File: src/rtl/led_blinker_pkg.sv
// Shared encodings and helpers for the multi-channel LED blinker.
// Mode, rate and per-channel state types plus the rate-to-half-period lookup.
package led_blinker_pkg;

  typedef enum logic [1:0] {
    MODE_OFF   = 2'b00,
    MODE_SOLID = 2'b01,
    MODE_BLINK = 2'b10,
    MODE_BURST = 2'b11
  } mode_e;

  typedef enum logic [1:0] {
    RATE_100HZ = 2'b00,
    RATE_50HZ  = 2'b01,
    RATE_10HZ  = 2'b10,
    RATE_1HZ   = 2'b11
  } rate_e;

  typedef enum logic [1:0] {
    IDLE = 2'b00,
    ON   = 2'b01,
    OFF  = 2'b10
  } state_e;

  typedef struct packed {
    logic  enable;
    mode_e mode;
    rate_e rate;
  } cfg_t;

  // Half-period length in prescaler ticks.
  function automatic logic [6:0] half_ticks(input rate_e rate);
    logic [6:0] half;
    half = 7'd1;
    case (rate)
      RATE_100HZ: half = 7'd1;
      RATE_50HZ:  half = 7'd2;
      RATE_10HZ:  half = 7'd10;
      RATE_1HZ:   half = 7'd100;
      default:    half = 7'd1;
    endcase
    return half;
  endfunction

endpackage

File: src/rtl/led_blink_channel.sv
// One LED channel: IDLE/ON/OFF state machine with phase and burst counters.
// Any change of {enable, mode, rate} restarts the channel from scratch.
module led_blink_channel
  import led_blinker_pkg::*;
#(
  parameter int BURST = 3
) (
  input  logic       i_clock,
  input  logic       i_reset,
  input  logic       i_tick,
  input  logic       i_enable,
  input  logic [1:0] i_rate,
  input  logic [1:0] i_mode,
  input  logic       i_trigger,
  output logic       o_led_drive,
  output logic       o_busy
);

  localparam int BW = $clog2(BURST + 1);
  localparam logic [BW-1:0] BURST_MAX = BW'(BURST);

  state_e        state_q, state_d;
  logic [6:0]    phase_q, phase_d;
  logic [BW-1:0] burst_q, burst_d;
  cfg_t          cfg_q, cfg_d;
  logic          busy_d, led_d;
  logic          restart, wrap;

  always_comb begin
    // NOTE: every variable gets a default before any branch, so no path can infer a latch.
    cfg_d   = '{enable: i_enable, mode: mode_e'(i_mode), rate: rate_e'(i_rate)};
    restart = (cfg_d != cfg_q);
    wrap    = (phase_q == half_ticks(cfg_d.rate) - 7'd1);
    state_d = state_q;
    phase_d = phase_q;
    burst_d = burst_q;
    busy_d  = o_busy;

    if (!cfg_d.enable || cfg_d.mode == MODE_OFF || cfg_d.mode == MODE_SOLID) begin
      state_d = IDLE;
      phase_d = '0;
      burst_d = '0;
      busy_d  = 1'b0;
    end else if (restart) begin
      // A restart swallows a coincident tick.
      phase_d = '0;
      burst_d = '0;
      busy_d  = 1'b0;
      if (cfg_d.mode == MODE_BLINK) begin
        state_d = ON;
      end else if (i_trigger) begin
        state_d = ON;
        busy_d  = 1'b1;
      end else begin
        state_d = IDLE;
      end
    end else if (cfg_d.mode == MODE_BLINK) begin
      if (i_tick) begin
        if (wrap) begin
          state_d = (state_q == ON) ? OFF : ON;
          phase_d = '0;
        end else begin
          phase_d = phase_q + 7'd1;
        end
      end
    end else begin
      unique case (state_q)
        IDLE: begin
          if (i_trigger) begin
            state_d = ON;
            busy_d  = 1'b1;
            burst_d = '0;
            phase_d = '0;
          end
        end
        ON: begin
          if (i_tick) begin
            if (wrap) begin
              state_d = OFF;
              burst_d = burst_q + BW'(1);
              phase_d = '0;
            end else begin
              phase_d = phase_q + 7'd1;
            end
          end
        end
        OFF: begin
          if (i_tick) begin
            if (wrap) begin
              phase_d = '0;
              if (burst_q < BURST_MAX) begin
                state_d = ON;
              end else begin
                state_d = IDLE;
                busy_d  = 1'b0;
              end
            end else begin
              phase_d = phase_q + 7'd1;
            end
          end
        end
        default: begin
          state_d = IDLE;
          busy_d  = 1'b0;
        end
      endcase
    end

    led_d = cfg_d.enable && (cfg_d.mode == MODE_SOLID || state_d == ON);
  end

  always_ff @(posedge i_clock) begin
    // NOTE: state registers use non-blocking assignment so every flop samples pre-edge values.
    if (i_reset) begin
      state_q     <= IDLE;
      phase_q     <= '0;
      burst_q     <= '0;
      cfg_q       <= '0;
      o_led_drive <= 1'b0;
      o_busy      <= 1'b0;
    end else begin
      state_q     <= state_d;
      phase_q     <= phase_d;
      burst_q     <= burst_d;
      cfg_q       <= cfg_d;
      o_led_drive <= led_d;
      o_busy      <= busy_d;
    end
  end

endmodule

File: src/rtl/led_blinker_multi.sv
// Multi-channel LED blinker: one free-running tick prescaler shared by
// CHANNELS independent blink/burst channels, all outputs registered.
module led_blinker_multi
  import led_blinker_pkg::*;
#(
  parameter int CHANNELS = 4,
  parameter int CLK_HZ   = 25_000_000,
  parameter int TICK_HZ  = 200,
  parameter int BURST    = 3
) (
  input  logic                  i_clock,
  input  logic                  i_reset,
  input  logic [CHANNELS-1:0]   i_enable,
  input  logic [2*CHANNELS-1:0] i_rate,
  input  logic [2*CHANNELS-1:0] i_mode,
  input  logic [CHANNELS-1:0]   i_trigger,
  output logic [CHANNELS-1:0]   o_led_drive,
  output logic [CHANNELS-1:0]   o_busy,
  output logic                  o_tick
);

  localparam int TICK_DIV = CLK_HZ / TICK_HZ;
  localparam int CW       = $clog2(TICK_DIV);
  localparam logic [CW-1:0] COUNT_LAST = CW'(TICK_DIV - 1);

  logic [CW-1:0] count;

  // o_tick is the registered terminal count, so it lands TICK_DIV edges after reset release.
  always_ff @(posedge i_clock) begin
    if (i_reset) begin
      count  <= '0;
      o_tick <= 1'b0;
    end else begin
      o_tick <= (count == COUNT_LAST);
      count  <= (count == COUNT_LAST) ? '0 : count + CW'(1);
    end
  end

  for (genvar c = 0; c < CHANNELS; c++) begin : g_ch
    led_blink_channel #(
      .BURST(BURST)
    ) u_channel (
      .i_clock    (i_clock),
      .i_reset    (i_reset),
      .i_tick     (o_tick),
      .i_enable   (i_enable[c]),
      .i_rate     (i_rate[2*c+1:2*c]),
      .i_mode     (i_mode[2*c+1:2*c]),
      .i_trigger  (i_trigger[c]),
      .o_led_drive(o_led_drive[c]),
      .o_busy     (o_busy[c])
    );
  end

endmodule

File: config.mk
export PLATFORM = sky130hd
export DESIGN_NAME = led_blinker_multi
export DESIGN_NICKNAME = d
export VERILOG_FILES = /design/src/rtl/led_blinker_pkg.sv /design/src/rtl/led_blink_channel.sv /design/src/rtl/led_blinker_multi.sv
export SDC_FILE = /design/constraint.sdc
export NUM_CORES = 1
export LEC_CHECK = 0
export ABC_CLOCK_PERIOD_IN_PS = 2000
export CORE_MARGIN = 1
export CORE_UTILIZATION = 54
export DETAILED_ROUTE_END_ITERATION = 7
export HOLD_SLACK_MARGIN = 0.05
export PLACE_DENSITY_LB_ADDON = 0.3
export SLEW_MARGIN = 20
export SYNTH_ARGS = -nofsm -noshare
export SYNTH_HDL_FRONTEND = slang
export SYNTH_HIERARCHICAL = 1
export SYNTH_SLANG_ARGS = --single-unit
export TNS_END_PERCENT = 5
File: constraint.sdc
create_clock -name i_clock -period 2 [get_ports i_clock]
set_input_delay 0.2 -clock i_clock [delete_from_list [all_inputs] [get_ports i_clock]]
set_output_delay 0.2 -clock i_clock [all_outputs]
set_load 0.05 [all_outputs]
==> flow_summary.yaml <==
cells_and_area:
  final_util: 0.729
  n_antenna_cell: 0
  drive_gt1_frac: 0.261
  postLayoutCellArea_um2: 7160
  final_nets: 796
  layout.cells.non_filler: 883
  synthToLayoutAreaGrowth_pct: 30.2
synthesis:
  ys.flop_type: "dfxtp_1"
  synth_area_um2: 5500
  synth_common_cells: "dfxtp_1 (90), nor2_1 (55), a21oi_1 (40), nand2_1 (38), o21ai_0 (28)"
  synth_edf_count: 0
  syn_inst: 624
  synth_cell_types: 49
  seq_area_frac_synth: 0.328
  yosysWarnings: 6
  synth_area_leaders: "dfxtp_1 (33%), ha_1 (5.7%), nor2_1 (3.8%)"
  syn_nets: 675
  ys_async_sr_fraction: 0
  yosysMostFrequentCell: "dfxtp_1"
  synth_seq_cells: 90
  syn_area_per_cell_um2: 8.81
  yosysTopAreaCellShare: 0.328
  yosysTopAreaCell: "dfxtp_1"
clock_tree:
  cts_tree: "done"
  clock_latency_ns: 0.36
  root_buffer: "clkbuf_8"
  path_clk_slew_ns: 0.09
  htreeDepth: 3
  numCtsBuffers: 9
  holdBufCountCts: 0
  clock_sinks: 90
  cts_buffer_depth: 2
sta:
  drv_slew: 0
  tns_ns: -0.0116
  holdWs_ns: 0.293
  clock_skew_ns: 0.0130
  worstMarginPinSlew_ns: 0.550
  finalHoldViolCount: 0
  finalSetupViolCount: 2
  setup_ws_ns: -0.00734
  fmax_mhz: 498
  rsz0062_at_grt: "yes"
  fin_crit_sh: 1.00
  slew_headroom: 0.632
  min_period_ns: 2.01
drt:
  wl_per_cell_um: 16.3
  antenna_left: 0
  drtIter0Drc: 251
  vias: 5437
  viasPerCell: 6.16
  totalWireLength_um: 14300
  first_pass_iters: 5
  drc_errors: 0
setup_path:
  crit_arrival_ns: 2.26
  cp-start-kind: "register"
  r2r_slack_ns: -0.007
  path_depth: 7
  r2r-end: "g_ch[0].u_channel/o_led_drive"
  required_ns: 2.25
  cp_slowest_cell: "or4_4"
  crit_chain: "or4_4 > o21ai_4 > o221ai_4 > nor2_4 > mux2_4 > o221ai_2 > a21boi_1"
  path_buf_inv: 0
  r2r-start: "g_ch[0].u_channel/phase_q[3]"
  cp-end-kind: "register"
  slowest_delay_ns: 0.54
  critPathKind: "register to register"
  crit_path_max_fanout: 5
  rr_worst_depth: 7
  crit_path_end: "g_ch[0].u_channel/o_led_drive"
  crit_start: "g_ch[0].u_channel/phase_q[3]"
  crit_family: "simple AND/OR/NAND/NOR gates"
global_route:
  globalRoute.busiestLayer: "met2"
  grt_first_pass_wirelength_um: 22400
  grt_use_total: 0.267
  met3_usage: 0.0414
  grt_max_degree: 42
  gr-usage-met2: 0.461
  grt.overflow.total: 0
  antenna_found_initial: 0
  met1_usage: 0.334
  grt_pass1_vias: 5068
floorplanning:
  num_rows: 36
  start_util: 0.560
  die_h_um: 103
  boundaryPins: 35
  core-area_um2: 9820
  chipWidth_um: 103
  fp.dieArea_um2: 10600
power:
  p_leak_nw: 2.58
  cellPowerDensity_nw_per_um2: 508
  p_int_mw: 2.63
  switching_share: 0.276
  seqPwrFrac: 0.509
  p_sw_mw: 1.00
  combPwrFrac: 0.174
  p_clk_frac: 0.318
  peakVddDrop_v: 0.000300
  power.total_mw: 3.63
place:
  port_buffers: 34
  dpl-instance-area_um2: 6530
  post-place-ws_ns: -0.410
  dpl.hpwl_um: 9720
  gp_congestion: 0.900
  dp_cells: 852
run_status:
  violations: "negative setup slack"
  outcome: "finished with violations"
hold_path:
  min_path_cells: 2
  min_path_type: "input pin to register"
job:
  maxCapViolCount: 0
[how the worst min path moves through the flow]
stage	from	to	slack, ns
floorplan	i_reset	g_ch[0].u_channel/cfg_q[0]	0.27
global placement	count[0]	count[0]	0.47
detailed placement	g_ch[2].u_channel/burst_q[1]	g_ch[2].u_channel/burst_q[1]	0.48
CTS	i_mode[5]	g_ch[2].u_channel/cfg_q[3]	0.50
global route	i_rate[7]	g_ch[3].u_channel/cfg_q[1]	0.29
finish	i_rate[7]	g_ch[3].u_channel/cfg_q[1]	0.29
[logic make-up (layout without fill, tap and decap cells)]
logic type / Yosys count / after routing / synth area share
flip-flops: 90 / 90 / 0.328
AND/OR/NAND/NOR: 265 / 265 / 0.277
multiplexers: 12 / 12 / 0.0228
adder cells (fa/ha/maj): 25 / 25 / 0.0569
XOR/XNOR: 35 / 35 / 0.0558
AO/OA/AOI/OAI: 156 / 156 / 0.223
buffers and inverters: 41 / 167 / 0.0364
[power by group through the flow]
stage               Clock [mW]  Sequential, mW  Combinational [mW]
global route              1.27            1.85               0.680
detailed placement           0            1.89               0.569
floorplan                    0            1.91               0.300
CTS                       1.19            1.85               0.582
global placement             0            1.89               0.554
finish                    1.15            1.85               0.631
[area by class of cell]
class / count / area (µm²)
clock buffer: 11 / 141
clock inverter: 5 / 38.8
fill: 745 / 2660
inverter: 19 / 71.3
multi-input combinational: 493 / 3780
sequential: 90 / 1820
tap: 133 / 166
timing repair buffer: 132 / 1140
[what timing repair did]
item,CTS,global route
endpoints found under the setup margin,14,45
buffers inserted,2,10
pin swaps,5,27
cloned,1,2
resized for setup,18,58
[worst register-to-register path, stage by stage, from the launching register on]
cell and delay, ns:
dfxtp_4 0.37, or4_4 0.54, o21ai_4 0.09, o221ai_4 0.17, nor2_4 0.18, mux2_4 0.33
o221ai_2 0.13, a21boi_1 0.08
[sequential cells by signal, summed over array words and instances (netlist names)]
name	count
g_ch.u_channel/phase_q	28
g_ch.u_channel/cfg_q	20
count	17
g_ch.u_channel/burst_q	8
g_ch.u_channel/state_q	8
g_ch.u_channel/o_busy	4
g_ch.u_channel/o_led_drive	4
o_tick	1
[placed cells by master (no fill, tap or decap), drive strengths merged, types with 23 or more instances in the layout]
master	count
o21ai	32
nor2b	24
nand2	38
a21oi	40
dfxtp	90
clkdlybuf4s50	29
nor2	63
nand3	24
nor3	24
buf	99
xnor2	23
ha	25
[per-layer routing]
| layer | share of wire | vias to the layer above | routed length [µm] |
|---|---|---|---|
| li1 | - | 2596 | - |
| met1 | 0.44 | 2590 | 6380 |
| met2 | 0.49 | 208 | 6980 |
| met3 | 0.049 | 43 | 701 |
| met4 | 0.020 | 0 | 289 |
| met5 | 0 | - | 0 |
Power figures use the tool's default switching activity.
